<file path="src/rtl/my_pkg.sv">
// Shared pipeline-control types: ID/EX control groups, their NOP encoding and hazard FSM states.
package my_pkg;

  typedef struct packed {
    logic reg_write;
    logic mem_to_reg;
  } WB_ctrl;

  typedef struct packed {
    logic mem_read;
    logic mem_write;
    logic branch;
    logic jump;
  } M_ctrl;

  typedef struct packed {
    logic       alu_src;
    logic [1:0] alu_op;
    logic       reg_dst;
  } EX_ctrl;

  typedef struct packed {
    WB_ctrl wb;
    M_ctrl  m;
    EX_ctrl ex;
  } idex_ctrl_t;

  // A bubble is an all-zero control word: no write-back, no memory access, no branch.
  localparam idex_ctrl_t NOP_CTRL = '0;

  typedef logic [1:0] hz_state_t;
  localparam hz_state_t RUN        = 2'd0;
  localparam hz_state_t LOAD_STALL = 2'd1;
  localparam hz_state_t MEM_WAIT   = 2'd2;
  localparam hz_state_t FLUSH      = 2'd3;

  function automatic logic [7:0] sat_inc8(input logic [7:0] v);
    return (v == 8'hFF) ? v : v + 8'd1;
  endfunction

endpackage

</file>
<file path="src/rtl/hazard_ctrl_if.sv">
// Pipeline <-> hazard controller bundle. HAZARD_PERF_EN adds the stall/flush counters.
interface hazard_ctrl_if;
  logic [4:0]  id_rs1, id_rs2, ex_rd;
  logic        ex_MemRead, mem_cs, mem_take, mem_ready;
  logic        pc_write, ifid_write, idex_bubble;
  logic        ifid_flush, idex_flush, exmem_flush;
  logic        pipe_hold, mem_req, mem_err;
`ifdef HAZARD_PERF_EN
  logic [31:0] stall_cnt, flush_cnt;
`endif

  modport master (
    output id_rs1, id_rs2, ex_rd, ex_MemRead, mem_cs, mem_take, mem_ready,
    input  pc_write, ifid_write, idex_bubble, ifid_flush, idex_flush, exmem_flush,
    input  pipe_hold, mem_req, mem_err
`ifdef HAZARD_PERF_EN
    , input stall_cnt, flush_cnt
`endif
  );

  modport slave (
    input  id_rs1, id_rs2, ex_rd, ex_MemRead, mem_cs, mem_take, mem_ready,
    output pc_write, ifid_write, idex_bubble, ifid_flush, idex_flush, exmem_flush,
    output pipe_hold, mem_req, mem_err
`ifdef HAZARD_PERF_EN
    , output stall_cnt, flush_cnt
`endif
  );
endinterface

</file>
<file path="src/rtl/hazard_ctrl_detect.sv">
// Load-use compare: the load in EX writes a register the ID instruction reads (x0 never hazards).
module hazard_detect (
  input  logic       ex_mem_read,
  input  logic [4:0] ex_rd,
  input  logic [4:0] id_rs1,
  input  logic [4:0] id_rs2,
  output logic       load_use
);
  assign load_use = ex_mem_read && (ex_rd != 5'd0) && ((ex_rd == id_rs1) || (ex_rd == id_rs2));
endmodule

</file>
<file path="src/rtl/hazard_ctrl.sv">
// Pipeline hazard controller: load-use bubble, data-memory wait with timeout, branch flush.
// Define HAZARD_PERF_EN to add stall_cnt/flush_cnt performance counters.
module hazard_ctrl
  import my_pkg::*;
#(
  parameter int unsigned MEM_TIMEOUT = 15
) (
  input logic          clk,
  input logic          rst,
  hazard_ctrl_if.slave hz
);
  localparam logic [7:0] TMO = 8'(MEM_TIMEOUT);

  hz_state_t  state_q, state_d;
  logic [7:0] wcnt_q, wcnt_d;
  logic       err_q, err_d;
  logic       load_use;
  logic       pc_write, ifid_write, idex_bubble;
  logic       ifid_flush, idex_flush, exmem_flush, pipe_hold, mem_req;

  hazard_detect u_detect (
    .ex_mem_read (hz.ex_MemRead),
    .ex_rd       (hz.ex_rd),
    .id_rs1      (hz.id_rs1),
    .id_rs2      (hz.id_rs2),
    .load_use    (load_use)
  );

  always_comb begin
    state_d     = state_q;
    wcnt_d      = wcnt_q;
    err_d       = err_q;
    pc_write    = 1'b1;
    ifid_write  = 1'b1;
    idex_bubble = 1'b0;
    ifid_flush  = 1'b0;
    idex_flush  = 1'b0;
    exmem_flush = 1'b0;
    pipe_hold   = 1'b0;
    mem_req     = 1'b0;
    case (state_q)
      RUN, LOAD_STALL: begin
        mem_req = !hz.mem_cs;
        // Flush beats memory wait beats load-use; the flush also drops any pending bubble.
        if (hz.mem_take) begin
          ifid_flush  = 1'b1;
          idex_flush  = 1'b1;
          exmem_flush = 1'b1;
          state_d     = FLUSH;
        end else if (!hz.mem_cs && !hz.mem_ready) begin
          pc_write   = 1'b0;
          ifid_write = 1'b0;
          pipe_hold  = 1'b1;
          wcnt_d     = 8'd1;
          state_d    = MEM_WAIT;
        end else if (state_q == RUN && load_use) begin
          pc_write    = 1'b0;
          ifid_write  = 1'b0;
          idex_bubble = 1'b1;
          state_d     = LOAD_STALL;
        end else begin
          state_d = RUN;
        end
      end
      MEM_WAIT: begin
        mem_req = 1'b1;
        if (hz.mem_ready) begin
          state_d = RUN;
        end else begin
          pc_write   = 1'b0;
          ifid_write = 1'b0;
          pipe_hold  = 1'b1;
          if (wcnt_q == TMO) begin
            err_d   = 1'b1;
            state_d = RUN;
          end else begin
            wcnt_d = sat_inc8(wcnt_q);
          end
        end
      end
      FLUSH: begin
        // Second IF/ID flush kills the instruction fetched from the stale PC.
        ifid_flush = 1'b1;
        state_d    = RUN;
      end
      default: state_d = RUN;
    endcase
    if (state_d == RUN) wcnt_d = 8'd0;
    // Outputs must show reset values while rst is high, regardless of inputs.
    if (rst) begin
      pc_write    = 1'b1;
      ifid_write  = 1'b1;
      idex_bubble = 1'b0;
      ifid_flush  = 1'b0;
      idex_flush  = 1'b0;
      exmem_flush = 1'b0;
      pipe_hold   = 1'b0;
      mem_req     = 1'b0;
    end
  end

  always_ff @(posedge clk or posedge rst) begin
    if (rst) begin
      state_q <= RUN;
      wcnt_q  <= 8'd0;
      err_q   <= 1'b0;
    end else begin
      state_q <= state_d;
      wcnt_q  <= wcnt_d;
      err_q   <= err_d;
    end
  end

  assign hz.pc_write    = pc_write;
  assign hz.ifid_write  = ifid_write;
  assign hz.idex_bubble = idex_bubble;
  assign hz.ifid_flush  = ifid_flush;
  assign hz.idex_flush  = idex_flush;
  assign hz.exmem_flush = exmem_flush;
  assign hz.pipe_hold   = pipe_hold;
  assign hz.mem_req     = mem_req;
  assign hz.mem_err     = err_q;

`ifdef HAZARD_PERF_EN
  logic [31:0] stall_cnt_q, stall_cnt_d, flush_cnt_q, flush_cnt_d;

  always_comb begin
    stall_cnt_d = pc_write ? stall_cnt_q : stall_cnt_q + 32'd1;
    flush_cnt_d = (state_d == FLUSH && state_q != FLUSH) ? flush_cnt_q + 32'd1 : flush_cnt_q;
  end

  always_ff @(posedge clk or posedge rst) begin
    if (rst) begin
      stall_cnt_q <= 32'd0;
      flush_cnt_q <= 32'd0;
    end else begin
      stall_cnt_q <= stall_cnt_d;
      flush_cnt_q <= flush_cnt_d;
    end
  end

  assign hz.stall_cnt = stall_cnt_q;
  assign hz.flush_cnt = flush_cnt_q;
`endif

endmodule

</file>
<file path="src/flat_wrapper.sv">
// flat-port wrapper written by rule: the top's interface ports become plain ports
module hazard_ctrl_flat import my_pkg::*;
#(
  parameter int unsigned MEM_TIMEOUT = 15
)
  (clk, rst, hz_id_rs1, hz_id_rs2, hz_ex_rd, hz_ex_MemRead, hz_mem_cs, hz_mem_take, hz_mem_ready, hz_pc_write, hz_ifid_write, hz_idex_bubble, hz_ifid_flush, hz_idex_flush, hz_exmem_flush, hz_pipe_hold, hz_mem_req, hz_mem_err);
  hazard_ctrl_if hz_i ();
  input logic clk;
  input logic rst;
  input wire logic [$bits(hz_i.id_rs1)-1:0] hz_id_rs1;
  input wire logic [$bits(hz_i.id_rs2)-1:0] hz_id_rs2;
  input wire logic [$bits(hz_i.ex_rd)-1:0] hz_ex_rd;
  input wire logic [$bits(hz_i.ex_MemRead)-1:0] hz_ex_MemRead;
  input wire logic [$bits(hz_i.mem_cs)-1:0] hz_mem_cs;
  input wire logic [$bits(hz_i.mem_take)-1:0] hz_mem_take;
  input wire logic [$bits(hz_i.mem_ready)-1:0] hz_mem_ready;
  output wire logic [$bits(hz_i.pc_write)-1:0] hz_pc_write;
  output wire logic [$bits(hz_i.ifid_write)-1:0] hz_ifid_write;
  output wire logic [$bits(hz_i.idex_bubble)-1:0] hz_idex_bubble;
  output wire logic [$bits(hz_i.ifid_flush)-1:0] hz_ifid_flush;
  output wire logic [$bits(hz_i.idex_flush)-1:0] hz_idex_flush;
  output wire logic [$bits(hz_i.exmem_flush)-1:0] hz_exmem_flush;
  output wire logic [$bits(hz_i.pipe_hold)-1:0] hz_pipe_hold;
  output wire logic [$bits(hz_i.mem_req)-1:0] hz_mem_req;
  output wire logic [$bits(hz_i.mem_err)-1:0] hz_mem_err;
  assign hz_i.id_rs1 = hz_id_rs1;
  assign hz_i.id_rs2 = hz_id_rs2;
  assign hz_i.ex_rd = hz_ex_rd;
  assign hz_i.ex_MemRead = hz_ex_MemRead;
  assign hz_i.mem_cs = hz_mem_cs;
  assign hz_i.mem_take = hz_mem_take;
  assign hz_i.mem_ready = hz_mem_ready;
  assign hz_pc_write = hz_i.pc_write;
  assign hz_ifid_write = hz_i.ifid_write;
  assign hz_idex_bubble = hz_i.idex_bubble;
  assign hz_ifid_flush = hz_i.ifid_flush;
  assign hz_idex_flush = hz_i.idex_flush;
  assign hz_exmem_flush = hz_i.exmem_flush;
  assign hz_pipe_hold = hz_i.pipe_hold;
  assign hz_mem_req = hz_i.mem_req;
  assign hz_mem_err = hz_i.mem_err;
  hazard_ctrl #(.MEM_TIMEOUT(MEM_TIMEOUT)) u_core (.clk(clk), .rst(rst), .hz(hz_i));
endmodule
</file>
<file path="config.mk">
export PLATFORM = sky130hd
export DESIGN_NAME = hazard_ctrl_flat
export DESIGN_NICKNAME = d
export VERILOG_FILES = /design/src/rtl/my_pkg.sv /design/src/rtl/hazard_ctrl_if.sv /design/src/rtl/hazard_ctrl_detect.sv /design/src/rtl/hazard_ctrl.sv /design/src/flat_wrapper.sv
export SDC_FILE = /design/constraint.sdc
export NUM_CORES = 1
export LEC_CHECK = 0
export CAP_MARGIN = 10
export CORE_ASPECT_RATIO = 1.75
export CORE_MARGIN = 5
export CORE_UTILIZATION = 30
export DETAILED_ROUTE_END_ITERATION = 10
export HOLD_SLACK_MARGIN = 0.15
export PLACE_DENSITY_LB_ADDON = 0.3
export SKIP_LAST_GASP = 1
export SYNTH_ARGS = -nofsm -noshare
export SYNTH_HDL_FRONTEND = slang
export SYNTH_SLANG_ARGS = --single-unit
</file>
<file path="constraint.sdc">
create_clock -name clk -period 4.2 [get_ports clk]
set_input_delay 1.05 -clock clk [delete_from_list [all_inputs] [get_ports clk]]
set_output_delay 1.05 -clock clk [all_outputs]
set_load 0.03 [all_outputs]
</file>
# Word-level counts from Yosys, hierarchy flattened
# Index checks and enable logic that the tools add are counted.
# op_classes
addsub	1
eq_ne	12
n_mux	36
bitwise_logic	1
n_reduce_logical	14
# ops
operator	n
8-bit two-way mux	6
1-bit two-way mux	20
8-bit one-hot mux with 2 select lines	1
5-bit == test	2
8-bit by 1-bit adder with 8-bit output, second input constant	1
8-bit by 4-bit == test with 1-bit output, second input constant	1
8-bit == test, second input constant	1
2-bit two-way mux	4
1-bit one-hot mux with 2 select lines	4
3-bit by 2-bit != test with 1-bit output, second input constant	2
3-bit != test, second input constant	2
2-bit one-hot mux with 3 select lines	1
6-bit AND reduction	1
5-bit nonzero test	1
2-bit == test, second input constant	2
1-bit logical AND	4
2-bit logical NOT	2
3-bit by 1-bit != test with 1-bit output, second input constant	1
3-bit AND reduction	1
3-bit nonzero test	1
2-bit by 1-bit == test with 1-bit output, second input constant	1
1-bit logical NOT	2
2-bit OR reduction	1
1-bit logical OR	1
1-bit inverter	1
# word_totals
register_bits	11
input_bits	21
elab_cells	67

# Longest topological paths before layout
# logic_depth
depth_word	11
mapped_depth	7
mapped_depth_nobuf	6

# Modules after synthesis
# Synthesis repeated with hierarchy kept, for this count alone.
# unflattened
cells_unflattened	105
area_unflattened_um2	908.4
# modules_own_cells
module	instances	cells_per_inst	area_per_inst_um2	seq_area_each_um2
hazard_ctrl	1	88	783.3	275.3
hazard_detect	1	17	125.1	0.0

# Least setup slack after synthesis
# OpenSTA, ideal clock, no wires.
# synth_path
kind	input-to-output
startpoint	in hz_ex_rd[4]
endpoint	out hz_idex_bubble
arrival_time_ps	2638
path_slack_ps	512
path_stages	5
cell_sequence	xnor2_1 -> nand3_1 -> o22ai_1 -> nand2_1 -> nor4_1
# synth_via
elab_chain_len	9
word_cells_on_any_way	12
classes_between	2 x eq/ne; 5 x mux; 5 x reduce/logical
# synth_rtl
item	line_no	source
start, declared	flat_wrapper.sv:12	input wire logic [$bits(hz_i.ex_rd)-1:0] hz_ex_rd;
5-bit == test or 5-bit nonzero test (tied branches)	hazard_ctrl_detect.sv:9	assign load_use = ex_mem_read && (ex_rd != 5'd0) && ((ex_rd == id_rs1) || (ex_rd == id_rs2));
1-bit logical OR or 1-bit logical AND (tied branches)	hazard_ctrl_detect.sv:9	
1-bit logical AND *	hazard_ctrl_detect.sv:9	
1-bit logical AND *	hazard_ctrl.sv:56	end else if (state_q == RUN && load_use) begin
1-bit two-way mux *	hazard_ctrl.sv:56	
1-bit two-way mux *	hazard_ctrl.sv:50	end else if (!hz.mem_cs && !hz.mem_ready) begin
1-bit two-way mux *	hazard_ctrl.sv:45	if (hz.mem_take) begin
1-bit two-way mux *	hazard_ctrl.sv:41	case (state_q)
1-bit two-way mux *	hazard_ctrl.sv:90	if (rst) begin
end, declared	flat_wrapper.sv:19	output wire logic [$bits(hz_i.idex_bubble)-1:0] hz_idex_bubble;
# Mark *: on every way between the ends. The rest lies on a longest branch, timed or not.

# Final worst setup path
# layout_path
startpoint	in hz_ex_rd[2]
endpoint	out hz_pc_write
# layout_via
elab_chain_len	9
word_cells_on_any_way	12
classes_between	2 x eq/ne; 5 x mux; 5 x reduce/logical
# layout_rtl
item	line_no	source
5-bit == test or 5-bit nonzero test (tied branches)	hazard_ctrl_detect.sv:9	
1-bit logical OR or 1-bit logical AND (tied branches)	hazard_ctrl_detect.sv:9	
1-bit logical AND *	hazard_ctrl_detect.sv:9	
1-bit logical AND *	hazard_ctrl.sv:56	
1-bit two-way mux *	hazard_ctrl.sv:56	
1-bit two-way mux *	hazard_ctrl.sv:50	
1-bit two-way mux *	hazard_ctrl.sv:45	
1-bit one-hot mux with 2 select lines *	hazard_ctrl.sv:41	
1-bit two-way mux *	hazard_ctrl.sv:90	
end, declared	flat_wrapper.sv:17	output wire logic [$bits(hz_i.pc_write)-1:0] hz_pc_write;
# Marks and branches as above.

==> parameters.txt <==
Parameter                              Value

Logic synthesis
  Library cell with the largest summed area after synthesis ... sky130_fd_sc_hd__dfrtp_1
  Top_reg_cell synth ... sky130_fd_sc_hd__dfrtp_1
  Number of synthesized flops with an enable pin ... 0
  Total nets after synthesis ... 131
  FFs w/ async S/R, synth ... 100%
  Count of state elements after synthesis ... 11
  Register area share after synthesis ... 29.9%
  Proportion of netlist area held by the largest area contributor ... 29.9%
  Yosys synthesis warning count ... 0
  Synth unique cells ... 39
  Avg Cell Area, Syn ... 8.44 um2
  Post-synthesis instance total ... 109
  Post-synthesis instance area ... 920 um2
  Most area-consuming cells after synthesis ... sky130_fd_sc_hd__dfrtp_1 30%, sky130_fd_sc_hd__xnor2_1 9.5%, sky130_fd_sc_hd__a21oi_1 4.9%

CTS
  Num CTS Buffers ... 3
  Setup fix buffers added after clock tree synthesis ... 0
  Count of H-tree levels built during CTS ... 1
  Clock Root Buffer ... sky130_fd_sc_hd__clkbuf_8
  Sink Count ... 11
  Resized cells post-CTS ... 0
  Bufs on Longest Clock Path ... 2
  Clock Pin Slew Worst Setup and Hold Paths ... 50 ps
  Clock tree from TritonCTS ... built
  Cts hold-fix bufs ... 0
  Worst skew pair latency ... 240 ps

Floorplan
  Boundary pin count ... 30
  Initial Utilization ... 31.4%
  Core footprint ... 2930 um2
  Area enclosed by the die boundary ... 4320 um2
  Width of the die ... 51.9 um
  Height of the die ... 83.2 um
  Standard-cell rows ... 26

Global routing
  Aggregate global-route resource usage ... 14.4%
  Antenna violations before repair ... 0
  Global-route wire length before repair ... 4890 um
  Number of global-route vias before repair ... 1032
  Pin count of the biggest net entering global routing ... 12
  Congestion Overflow GR ... 0

Power and ir drop
  Combinational Power Share ... 37.1%
  Clock Power Share ... 29.3%
  Static Leak ... 0.000464 uW
  Switching share of total power ... 35.4%
  PD cells ... 294 nW/um2
  Proportion of power drawn by flip-flops and latches ... 33.6%
  Internal Dissipation ... 240 uW
  Net switching component of the power ... 131 uW
  Peak supply drop ... 0.163 mV

Placement
  HPWL after detailed placement ... 2250 um
  I/O Buffers ... 29
  Global placer's final weighted congestion ... 0.747
  Number of placed cells counting well taps ... 163

Setup path
  Worst Path Buf+Inv ... 2
  Worst setup EP type ... output port
  Startpoint Class ... primary input
  Critical path, cell by cell ... clkdlybuf4s50_1 -> xnor2_1 -> nand3_1 -> o22ai_1 -> nand2_1 -> a221o_1 -> buf_4
  Top cell family by delay on the critical path ... compound AO/OA/AOI/OAI gates
  Slack of the worst reg-to-reg path ... 2380 ps
  CP Data Required Time ... 3150 ps
  Crit-path slowest cell ... sky130_fd_sc_hd__clkdlybuf4s50_1
  Peak per-stage delay on the critical path ... 470 ps
  Worst setup path category ... in2out
  Arrival time at the worst endpoint ... 2860 ps
  Highest fanout seen on the critical path ... 3

Final layout
  Layout-stage area growth over the synthesis result ... 37.3%
  Share of the core filled with cells in the final layout ... 43.1%
  Layout Cells excl Fill ... 167
  Post-layout nets ... 162
  Fill cell count ... 298
  Layout cell share with drive strength beyond 1 ... 12.2%
  Diodes inserted ... 0
  Multi-input combinational cell area ... 609 um2
  Most common cell after layout, fill and taps aside ... sky130_fd_sc_hd__clkdlybuf4s50_1
  Commonest cells after routing, fill and taps aside ... 26 x sky130_fd_sc_hd__clkdlybuf4s50_1, 12 x sky130_fd_sc_hd__nand2_1, 11 x sky130_fd_sc_hd__nor2_1, 11 x sky130_fd_sc_hd__dfrtp_1, 10 x sky130_fd_sc_hd__xnor2_1
  Register area ... 275 um2

Drt
  Starting DRT DRC Count ... 33
  Detailed-routing iteration count for the pre-antenna-repair pass ... 4
  Mean routed wirelength per cell ... 16.5 um
  Total Wirelength ... 2760 um
  Post-route ant nets ... 0
  Detail-routed via count per cell ... 5.74
  DR DRC count ... 0
  Total number of vias ... 958

STA
  Setup violations, final ... 0
  Final period utilization ... 93.2%
  Post-layout minimum cycle time ... 3910 ps
  RSZ-0062 raised after global routing ... false
  Worst hold slack across all endpoints ... 473 ps
  Worst clock skew ... 1.00 ps
  Number of slew-limit violations in the final report ... 0
  Final count of hold timing violations ... 0
  Worst max-slew margin expressed relative to the limit ... 66.0%
  Setup tns final ... 0 ps
  Achievable clock frequency ... 0.256 GHz
  Measured slew at the worst slew-check pin ... 506 ps

Flow run
  Number of max-capacitance violations reported ... 0

Min path
  Hold crit path type ... reg2reg

Outcome
  Result of the run ... finished, final reports clean
-- flip-flops by register name, indices dropped and copies added (netlist names) --
name and count:
u_core.hz.mem_err 1, u_core.state_q 2, u_core.wcnt_q 8
-- final timing paths --
kind,cells after the start,end,from
setup / recovery,7,hz_pc_write,hz_ex_rd[2]
min in group asynchronous,3,u_core.state_q[0]$_DFF_PP0_,rst
hold / removal,1,u_core.hz.mem_err$_DFFE_PP0P_,u_core.hz.mem_err$_DFFE_PP0P_
max in group asynchronous,3,u_core.wcnt_q[6]$_DFFE_PP0P_,rst
hold reg to reg,1,u_core.hz.mem_err$_DFFE_PP0P_,u_core.hz.mem_err$_DFFE_PP0P_
setup reg to reg,6,u_core.wcnt_q[5]$_DFFE_PP0P_,u_core.wcnt_q[0]$_DFFE_PP0P_
-- per-stage QoR --
| step | total power [uW] | setup slack [ps] | cell area, um2 |
|---|---|---|---|
| 3_3_place_gp | 262 | 301 | 1220 |
| 3_5_place_dp | 266 | 269 | 1220 |
| 2_1_floorplan | 214 | 512 | 920 |
| 5_1_grt | 392 | 124 | 1260 |
| 6_report | 371 | 286 | 1260 |
| 4_1_cts | 375 | 265 | 1260 |
-- logic make-up (layout without fill, tap and decap cells) --
| logic type | Yosys count | after routing | synth area share (%) |
|---|---|---|---|
| simple gates | 56 | 56 | 34.7 |
| compound gates | 25 | 25 | 20.7 |
| flops | 11 | 11 | 29.9 |
| xor+xnor | 10 | 10 | 9.52 |
| fa+ha+maj | 1 | 1 | 1.36 |
| buf+inv | 6 | 36 | 3.81 |
-- per-layer routing --
metal / global-route usage (%) / vias up / share of wire [%]
met5: 0 / - / 0
met4: 4.30 / 0 / 1.5
met3: 3.41 / 5 / 7.9
met2: 27.4 / 36 / 56
met1: 14.5 / 461 / 34
li1: - / 456 / -
-- layout make-up --
type | count | area share, %
Clock buffer | 4 | 3.57
Inverter | 2 | 0.595
Multi-Input combinational cell | 92 | 48.3
Sequential cell | 11 | 21.8
Tap cell | 28 | 2.78
Timing Repair Buffer | 30 | 23.0
-- worst reg2reg max path: stages, from the launching register on --
cell and delay, ps:
sky130_fd_sc_hd__dfrtp_1 410, sky130_fd_sc_hd__ha_1 240, sky130_fd_sc_hd__and3_1 270, sky130_fd_sc_hd__o21ai_4 140, sky130_fd_sc_hd__nand4_1 180, sky130_fd_sc_hd__or3_1 340, sky130_fd_sc_hd__a31oi_1 160
-- power groups by stage --
stage	clock [uW]	combinational (uW)	sequential [uW]
CTS	110	140	125
detailed placement	0	139	126
global placement	0	137	126
global route	114	150	127
finish	109	138	125
floorplan	0	95.1	118
-- synth_stat cells, types with 2 or more instances --
master,n
sky130_fd_sc_hd__nand2_1,12
sky130_fd_sc_hd__nand4_1,2
sky130_fd_sc_hd__nor2_1,11
sky130_fd_sc_hd__nand2b_1,5
sky130_fd_sc_hd__a21oi_1,9
sky130_fd_sc_hd__dfrtp_1,11
sky130_fd_sc_hd__nand3_1,3
sky130_fd_sc_hd__buf_4,3
sky130_fd_sc_hd__or3_1,4
sky130_fd_sc_hd__a31oi_1,4
sky130_fd_sc_hd__and3_1,4
sky130_fd_sc_hd__xnor2_1,10
sky130_fd_sc_hd__o31ai_1,2
sky130_fd_sc_hd__nor4_1,2
sky130_fd_sc_hd__nor3b_1,2
sky130_fd_sc_hd__inv_1,2
No activity file was read; power rests on OpenSTA's default activity.
